### config.mk
export PLATFORM = sky130hd
export DESIGN_NAME = memory_stage
export DESIGN_NICKNAME = d
export VERILOG_FILES = /design/src/rtl/memory_stage.sv
export SDC_FILE = /design/constraint.sdc
export NUM_CORES = 1
export LEC_CHECK = 0
export BUFFER_PORTS_ARGS = -buffer_cell sky130_fd_sc_hd__buf_2
export CORE_ASPECT_RATIO = 1.5
export CORE_MARGIN = 2
export CORE_UTILIZATION = 28
export DETAILED_ROUTE_END_ITERATION = 8
export PLACE_DENSITY_LB_ADDON = 0.08
export SETUP_SLACK_MARGIN = 0.02
export SYNTH_ARGS = -nofsm -noshare
export SYNTH_HDL_FRONTEND = slang
export SYNTH_SLANG_ARGS = --single-unit
### constraint.sdc
create_clock -name clk -period 1.5 [get_ports clk]
set_input_delay 0.075 -clock clk [delete_from_list [all_inputs] [get_ports clk]]
set_output_delay 0.075 -clock clk [all_outputs]
set_load 0.1 [all_outputs]
### src/rtl/memory_stage.sv
// memory_stage: accepts executor ops, forwards pass-through results to
// writeback one cycle later, and runs LOAD/STORE through a request/ack
// data-memory handshake with registered writeback.
// Optional build macro MEMORY_STAGE_TIMEOUT_EN adds an 8-bit wait-cycle
// counter that aborts a stalled memory op and sets the sticky mem_fault.
module memory_stage (
  input  logic        clk,
  input  logic        reset,
  input  logic        x_valid,
  input  logic [3:0]  x_op,
  input  logic [2:0]  x_dest,
  input  logic [15:0] x_addr,
  input  logic [15:0] x_store_data,
  input  logic [15:0] x_reg_value,
  input  logic        x_reg_write_enable,
  output logic        x_ready,
  output logic        dmem_req,
  output logic        dmem_we,
  output logic [15:0] dmem_addr,
  output logic [15:0] dmem_wdata,
  input  logic [15:0] dmem_rdata,
  input  logic        dmem_ack,
  output logic        wb_valid,
  output logic [2:0]  wb_dest,
  output logic [15:0] wb_value,
  output logic        wb_write_enable,
  output logic        mem_fault
);

  localparam logic [3:0] OP_LOAD  = 4'h6;
  localparam logic [3:0] OP_STORE = 4'h7;
  localparam logic [2:0] DEST_SINK = 3'd7;

  typedef enum logic {IDLE, WAIT_ACK} state_t;

  state_t     state, state_next;
  logic       is_mem_op;
  logic       ack_seen;
  logic       timeout;
  logic [2:0] lat_dest;

  assign is_mem_op = (x_op == OP_LOAD) || (x_op == OP_STORE);
  assign ack_seen  = (state == WAIT_ACK) && dmem_req && dmem_ack;

`ifdef MEMORY_STAGE_TIMEOUT_EN
  logic [7:0] wait_cnt;

  // Abort fires on the edge where the no-ack count would reach 255,
  // i.e. at the end of the 255th WAIT_ACK cycle without an ack.
  assign timeout = (state == WAIT_ACK) && !dmem_ack && (wait_cnt == 8'd254);

  // Wait-cycle counter and sticky fault flag
  always_ff @(posedge clk) begin
    if (reset) begin
      wait_cnt  <= '0;
      mem_fault <= 1'b0;
    end else begin
      if (state == IDLE && x_valid && is_mem_op)
        wait_cnt <= '0;
      else if (state == WAIT_ACK && !dmem_ack)
        wait_cnt <= wait_cnt + 8'd1;
      if (timeout)
        mem_fault <= 1'b1;
    end
  end
`else
  assign timeout   = 1'b0;
  assign mem_fault = 1'b0;
`endif

  // State register
  always_ff @(posedge clk) begin
    if (reset) state <= IDLE;
    else       state <= state_next;
  end

  // Next-state logic
  always_comb begin
    state_next = state;
    case (state)
      IDLE:     if (x_valid && is_mem_op) state_next = WAIT_ACK;
      WAIT_ACK: if (ack_seen || timeout)  state_next = IDLE;
      default:  state_next = IDLE;
    endcase
  end

  // Combinational outputs
  always_comb begin
    x_ready = (state == IDLE);
  end

  // Memory request and writeback registers
  always_ff @(posedge clk) begin
    if (reset) begin
      dmem_req        <= 1'b0;
      dmem_we         <= 1'b0;
      dmem_addr       <= '0;
      dmem_wdata      <= '0;
      wb_valid        <= 1'b0;
      wb_dest         <= '0;
      wb_value        <= '0;
      wb_write_enable <= 1'b0;
      lat_dest        <= '0;
    end else begin
      wb_valid        <= 1'b0;
      wb_write_enable <= 1'b0;
      case (state)
        IDLE: begin
          if (x_valid) begin
            if (is_mem_op) begin
              dmem_req   <= 1'b1;
              dmem_we    <= (x_op == OP_STORE);
              dmem_addr  <= x_addr;
              dmem_wdata <= x_store_data;
              lat_dest   <= x_dest;
            end else begin
              wb_valid        <= 1'b1;
              wb_dest         <= x_dest;
              wb_value        <= x_reg_value;
              wb_write_enable <= x_reg_write_enable && (x_dest != DEST_SINK);
            end
          end
        end
        WAIT_ACK: begin
          if (ack_seen) begin
            dmem_req <= 1'b0;
            dmem_we  <= 1'b0;
            wb_valid <= 1'b1;
            wb_dest  <= lat_dest;
            if (dmem_we) begin
              wb_value <= '0;
            end else begin
              wb_value        <= dmem_rdata;
              wb_write_enable <= (lat_dest != DEST_SINK);
            end
          end else if (timeout) begin
            dmem_req <= 1'b0;
            dmem_we  <= 1'b0;
            wb_valid <= 1'b1;
            wb_dest  <= lat_dest;
            wb_value <= '0;
          end
        end
        default: ;
      endcase
    end
  end

endmodule

==> impl_metrics.env, run 1 <==
export IMPL_worstPathArrival_ns=1.29
export IMPL_dieArea_um2=10840
export IMPL_viasPerCell=5.099
export IMPL_io_pins=133
export IMPL_min_path_type="input pin to register"
export IMPL_period_needed_ns=1.364
export IMPL_cts_num_sinks=59
export IMPL_yosys_register_bits=59
export IMPL_die_h_um=126.5
export IMPL_fin_skew_ns=0.003716
export IMPL_io_buffers=131
export IMPL_clk_pin_slew_worst_paths_ns=0.05
export IMPL_grtUsageTotal_pct=16.22
export IMPL_critical_path_top_delay_family="buffers and inverters"
export IMPL_setup_violations=0
export IMPL_path_class="register to output pin"
export IMPL_power_density_nw_per_um2=1135
export IMPL_ys_types=29
export IMPL_rsz0062_at_grt="no"
export IMPL_fin_ws_ns=0.1357
export IMPL_seq_area_frac_synth_pct=42.16
export IMPL_synth_area_leader_cell="dfxtp_1"
export IMPL_syn_inst=302
export IMPL_cts_buffer_depth=2
export IMPL_clkPwrFrac_pct=39.0
export IMPL_grt_max_degree=32
export IMPL_place_ws_ns=0.1299
export IMPL_seqCellArea_um2=1186
export IMPL_cts_buffers=9
export IMPL_cp_max_fo=17
export IMPL_cts_tree="done"
export IMPL_h_tree_depth=3
export IMPL_final_cell_mix="129 x buf_2, 58 x a21oi_1, 57 x dfxtp_1"
export IMPL_multi_input_comb_area_um2=1371
export IMPL_maxCapViolCount=0
export IMPL_r2r_start="state"
export IMPL_antenna_found_initial=0
export IMPL_num_rows=44
export IMPL_ant_nets=0
export IMPL_initial_core_util_pct=28.91
export IMPL_path_cells="buf_4, inv_4, buf_12"
export IMPL_path_buf_inv=3
export IMPL_crit_required_ns=1.42
export IMPL_leakage_nw=1.743
export IMPL_final_max_slew_viol_count=0
export IMPL_grt_overflow=0
export IMPL_drt_iter0_markers=108
export IMPL_synthTopCellsByArea="dfxtp_1 42%, a21oi_1 10%, a211oi_2 8.5%"
export IMPL_layout_commonest_cell="buf_2"
export IMPL_internal_power_w=0.003122
export IMPL_pwr_share_seq_pct=36.1
export IMPL_die_x_um=85.67
export IMPL_clkLatencyLatePin_ns=0.32
export IMPL_syn_num_nets=378
export IMPL_grt_first_pass_wirelength_um=14090
export IMPL_fin_setup_tns_ns=0
export IMPL_fillerInstances=1011
export IMPL_p_switching_w=0.001518
export IMPL_startpoint="state"
export IMPL_yosysWarningCount=0
export IMPL_first_pass_iters=4
export IMPL_cts_root_buffer="clkbuf_16"
export IMPL_min_from="x_store_data[9]"
export IMPL_antennaDiodeCount=0
export IMPL_final_nets=525
export IMPL_crit_path_start_kind="register"
export IMPL_cts_setup_buffers=0
export IMPL_timing_fmax_mhz=733.0
export IMPL_dr_total_vias=2896
export IMPL_synth_top_area_share_pct=42.16
export IMPL_fin_crit_sh_pct=90.96
export IMPL_remaining_drc_errors=0
export IMPL_avgSynthCellArea_um2=9.276
export IMPL_dp_hpwl_um=5999
export IMPL_swShare_pct=32.72
export IMPL_crit_slowest_cell="dfxtp_1"
export IMPL_cp_end_kind="output pin"
export IMPL_grt_pass1_vias=2832
export IMPL_wl_per_cell_um=15.77
export IMPL_gp_congestion=0.6794
export IMPL_routed_wl_um=8957
export IMPL_drive_gt1_share_pct=48.79
export IMPL_finalHoldViolCount=0
export IMPL_status="complete, no violations"
export IMPL_combPwrFrac_pct=24.8
export IMPL_ir_drop_mv=0.6344
export IMPL_critPathMaxStageDelay_ns=0.36
export IMPL_area_growth_pct=45.91
export IMPL_synthesis_area_um2=2801
export IMPL_core_area_um2=9689
[power groups by stage]
stage	logic (W)	registers (W)	clock network [W]
after floorplan	0.000376	0.00218	0
after CTS	0.00116	0.00168	0.00189
after global placement	0.00111	0.00171	0
final	0.00115	0.00168	0.00181
after detailed placement	0.00111	0.00171	0
after global routing	0.00122	0.00168	0.00195
[per-stage QoR]
step,total power [W],util [%],cells,hold WS (ns),area [um2]
after CTS,0.004725,42.16,568,0.00008107,4085
after detailed placement,0.002823,37.06,530,0.3253,3591
final,0.004640,42.19,568,0.01260,4088
after floorplan,0.002552,-,302,0.2123,2806
after global routing,0.004844,42.19,568,0.006468,4088
after global placement,0.002819,37.06,530,0.3240,3591
[layer usage]
metal | part of all wire [%] | track usage, %
met3 | 6.7 | 4.099
met5 | 0 | 0
met2 | 50 | 27.44
met4 | 1.1 | 5.135
met1 | 43 | 20.03
[synthesized netlist by cell type (all sizes together)]
cell type,instances
a211oi,19
and2b,2
a31o,19
buf,31
mux2i,3
and3b,1
a21oi,58
nand2,3
nand4,1
clkbuf,9
conb,1
nand2b,1
nor2b,1
o21ai,36
nand3,38
o211ai,1
a22oi,16
dfxtp,59
a311o,1
inv,1
nand3b,1
[sequential cells by signal, summed over array words and instances (netlist names)]
signal / count
dmem_addr: 16
dmem_wdata: 16
wb_value: 16
lat_dest: 3
wb_dest: 3
dmem_req: 1
dmem_we: 1
state: 1
wb_valid: 1
wb_write_enable: 1
[cell families after synthesis]
group	synth area share (%)
other	0.1339
AND/OR/NAND/NOR	9.513
flip-flops	42.16
multiplexers	1.072
AO/OA/AOI/OAI	38.05
buffers and inverters	9.066
[worst min-delay path, cell delays in order]
cell     delay [ns]
buf_2          0.10
nand3_1        0.06
a21oi_1        0.05
[worst paths after layout]
| kind | to | slack (ns) | depth (start not counted) |
|---|---|---|---|
| worst max-delay path | x_ready | 0.14 | 3 |
| worst min-delay path | dmem_wdata[9] | 0.01 | 3 |
| worst max register to register | wb_value[14] | 0.16 | 5 |
| worst min register to register | dmem_wdata[0] | 0.47 | 2 |
[cell type report]
| type | count | area share, % |
|---|---|---|
| clock inverters | 3 | 0.3673 |
| flip-flops and latches | 59 | 29.02 |
| well taps | 115 | 3.520 |
| clock buffers | 12 | 6.030 |
| repair buffers | 176 | 27.36 |
| multi-input cells | 202 | 33.55 |
| inverters | 1 | 0.1530 |
[what timing repair did]
action	in CTS	in global routing
cloned	0	0
hold buffers	23	0
resized for setup	1	1
endpoints found under the setup margin	1	1
hold endpoints to repair	23	0
Note: power is estimated with default switching activity, not from simulation.
==> run 2: changes to the inputs <==
--- a/config.mk
+++ b/config.mk
@@ -5,11 +5,11 @@
 export SDC_FILE = /design/constraint.sdc
 export NUM_CORES = 1
 export LEC_CHECK = 0
-export BUFFER_PORTS_ARGS = -buffer_cell sky130_fd_sc_hd__buf_2
 export CORE_ASPECT_RATIO = 1.5
 export CORE_MARGIN = 2
 export CORE_UTILIZATION = 28
 export DETAILED_ROUTE_END_ITERATION = 8
+export DONT_BUFFER_PORTS = 1
 export PLACE_DENSITY_LB_ADDON = 0.08
 export SETUP_SLACK_MARGIN = 0.02
 export SYNTH_ARGS = -nofsm -noshare
==> run 2 against run 1 <==
Effect of this change: the flow now finishes with violations (hold timing); wire length fell by 5.6%; final cell count decreased by 18%; flip-flop and latch count is the same; fmax fell by 3.0%; core utilization down 5.3 points; non-clock buffer count down 105; combinational power is 15% lower; critical endpoint unchanged; largest cell class unchanged.
==> impl_metrics.env, run 2 (synthesis results as in run 1) <==
export IMPL_final_core_util_pct=36.92
export IMPL_cts_buffers=9
export IMPL_io_buffers=0
export IMPL_cts_num_sinks=59
export IMPL_die_h_um=126.5
export IMPL_pwr_share_seq_pct=35.5
export IMPL_worstPathArrival_ns=1.33
export IMPL_violations="hold timing"
export IMPL_setup_violations=0
export IMPL_period_needed_ns=1.406
export IMPL_wl_per_cell_um=18.25
export IMPL_p_switching_w=0.001470
export IMPL_r2r_setup_slack_ns=0.18
export IMPL_cts_buffer_depth=2
export IMPL_first_pass_iters=4
export IMPL_num_rows=44
export IMPL_h_tree_depth=3
export IMPL_viasPerCell=5.499
export IMPL_clkLatencyLatePin_ns=0.33
export IMPL_cp_max_fo=19
export IMPL_crit_required_ns=1.42
export IMPL_grt_overflow=0
export IMPL_hold_ws_ns=-0.1908
export IMPL_min_path_type="input pin to register"
export IMPL_cts_tree="done"
export IMPL_status="finished with violations"
export IMPL_ant_nets=0
export IMPL_clkPwrFrac_pct=43.8
export IMPL_area_growth_pct=27.69
export IMPL_whs_path_depth=1
export IMPL_r2r_start="state"
export IMPL_internal_power_w=0.003258
export IMPL_path_class="register to output pin"
export IMPL_leakage_nw=1.327
export IMPL_wl_met2_um=4141
export IMPL_io_pins=133
export IMPL_finalHoldViolCount=59
export IMPL_maxCapViolCount=0
export IMPL_wl_met1_um=3477
export IMPL_grt_max_degree=60
export IMPL_fin_crit_sh_pct=93.76
export IMPL_drt_iter0_markers=162
export IMPL_core_area_um2=9689
export IMPL_dp_hpwl_um=5529
export IMPL_fin_setup_tns_ns=0
export IMPL_reg2reg_to="wb_value[15]"
export IMPL_die_x_um=85.67
export IMPL_worst_r2r_cell_count=5
export IMPL_crit_path_start_kind="register"
export IMPL_drive_gt1_share_pct=39.94
export IMPL_cts_root_buffer="clkbuf_16"
export IMPL_fillerInstances=1013
export IMPL_dr_total_vias=2546
export IMPL_final_nets=420
export IMPL_rsz0062_at_grt="no"
export IMPL_power_density_nw_per_um2=1322
export IMPL_gp_congestion=0.6878
export IMPL_layout_commonest_cell="buf_4"
export IMPL_combPwrFrac_pct=20.7
export IMPL_dieArea_um2=10840
export IMPL_routed_wl_um=8451
export IMPL_grt_first_pass_wirelength_um=13570
export IMPL_clk_pin_slew_worst_paths_ns=0.05
export IMPL_reg_top3="dmem_addr x16, dmem_wdata x16, wb_value x16"
export IMPL_ir_drop_mv=0.5990
export IMPL_initial_core_util_pct=28.91
export IMPL_timing_fmax_mhz=711.0
export IMPL_final_cell_mix="67 x buf_4, 58 x a21oi_1, 57 x dfxtp_1"
export IMPL_min_from="reset"
export IMPL_topRoutingLayerUsed="met4"
export IMPL_cts_setup_buffers=0
export IMPL_swShare_pct=31.09
export IMPL_grt_pass1_vias=2639
export IMPL_final_max_slew_viol_count=0
export IMPL_wl_met3_um=642
export IMPL_grtUsageTotal_pct=15.96
export IMPL_fin_skew_ns=0.005585
export IMPL_antenna_found_initial=0
export IMPL_antennaDiodeCount=0
export IMPL_remaining_drc_errors=0
export IMPL_cp_end_kind="output pin"
export IMPL_whs_endpoint="dmem_we"
run 2: worst max path at each step:
| stage | endpoint | cells after the start | start |
|---|---|---|---|
| 2_1_floorplan | wb_value[4] | 4 | dmem_req |
| 3_3_place_gp | wb_value[14] | 4 | state |
| 3_5_place_dp | wb_value[15] | 5 | state |
| 4_1_cts | x_ready | 3 | state |
| 5_1_grt | x_ready | 3 | state |
| 6_report | x_ready | 3 | state |
run 2: layout make-up:
type | instances | area (um2) | area share, %
tap | 115 | 143.9 | 4.022
timing repair buffer | 71 | 574.3 | 16.05
clock inverter | 2 | 35.03 | 0.9794
multi-input combinational | 202 | 1371 | 38.34
inverter | 1 | 6.256 | 0.1749
sequential | 59 | 1186 | 33.16
clock buffer | 13 | 260.3 | 7.275
run 2: power groups by stage:
stage	registers [W]	clock network (W)	logic (W)
3_3_place_gp	0.00171	0	0.000984
2_1_floorplan	0.00218	0	0.000376
5_1_grt	0.00169	0.00221	0.00103
4_1_cts	0.00168	0.00213	0.000988
6_report	0.00168	0.00207	0.000979
3_5_place_dp	0.00171	0	0.000986
run 2: critical path, cell delays in order (launching register included):
cell,delay (ns)
dfxtp_1,0.35
buf_12,0.18
inv_4,0.20
buf_6,0.26
run 2: per-layer routing:
layer,up-vias,track usage (%)
met3,15,5.270
met5,-,0
met1,1222,18.78
li1,1206,-
met4,0,7.096
met2,103,26.19
run 2: per-stage QoR:
stage | total power (W) | std cells | hold slack (ns) | instance area (um2) | setup slack [ns]
final | 0.004728 | 463 | -0.1908 | 3577 | 0.09357
after global routing | 0.004918 | 463 | -0.2117 | 3577 | 0.03307
after CTS | 0.004797 | 463 | -0.2082 | 3577 | 0.06876
after detailed placement | 0.002697 | 448 | 0.1458 | 3276 | 0.1685
after global placement | 0.002694 | 448 | 0.1456 | 3276 | 0.2051
after floorplan | 0.002552 | 302 | 0.2123 | 2806 | 0.03346
run 2: repair_timing:
item / CTS / global route
resized for setup: 2 / 0
hold endpoints to repair: 59 / 59
endpoints found under the setup margin: 1 / 0
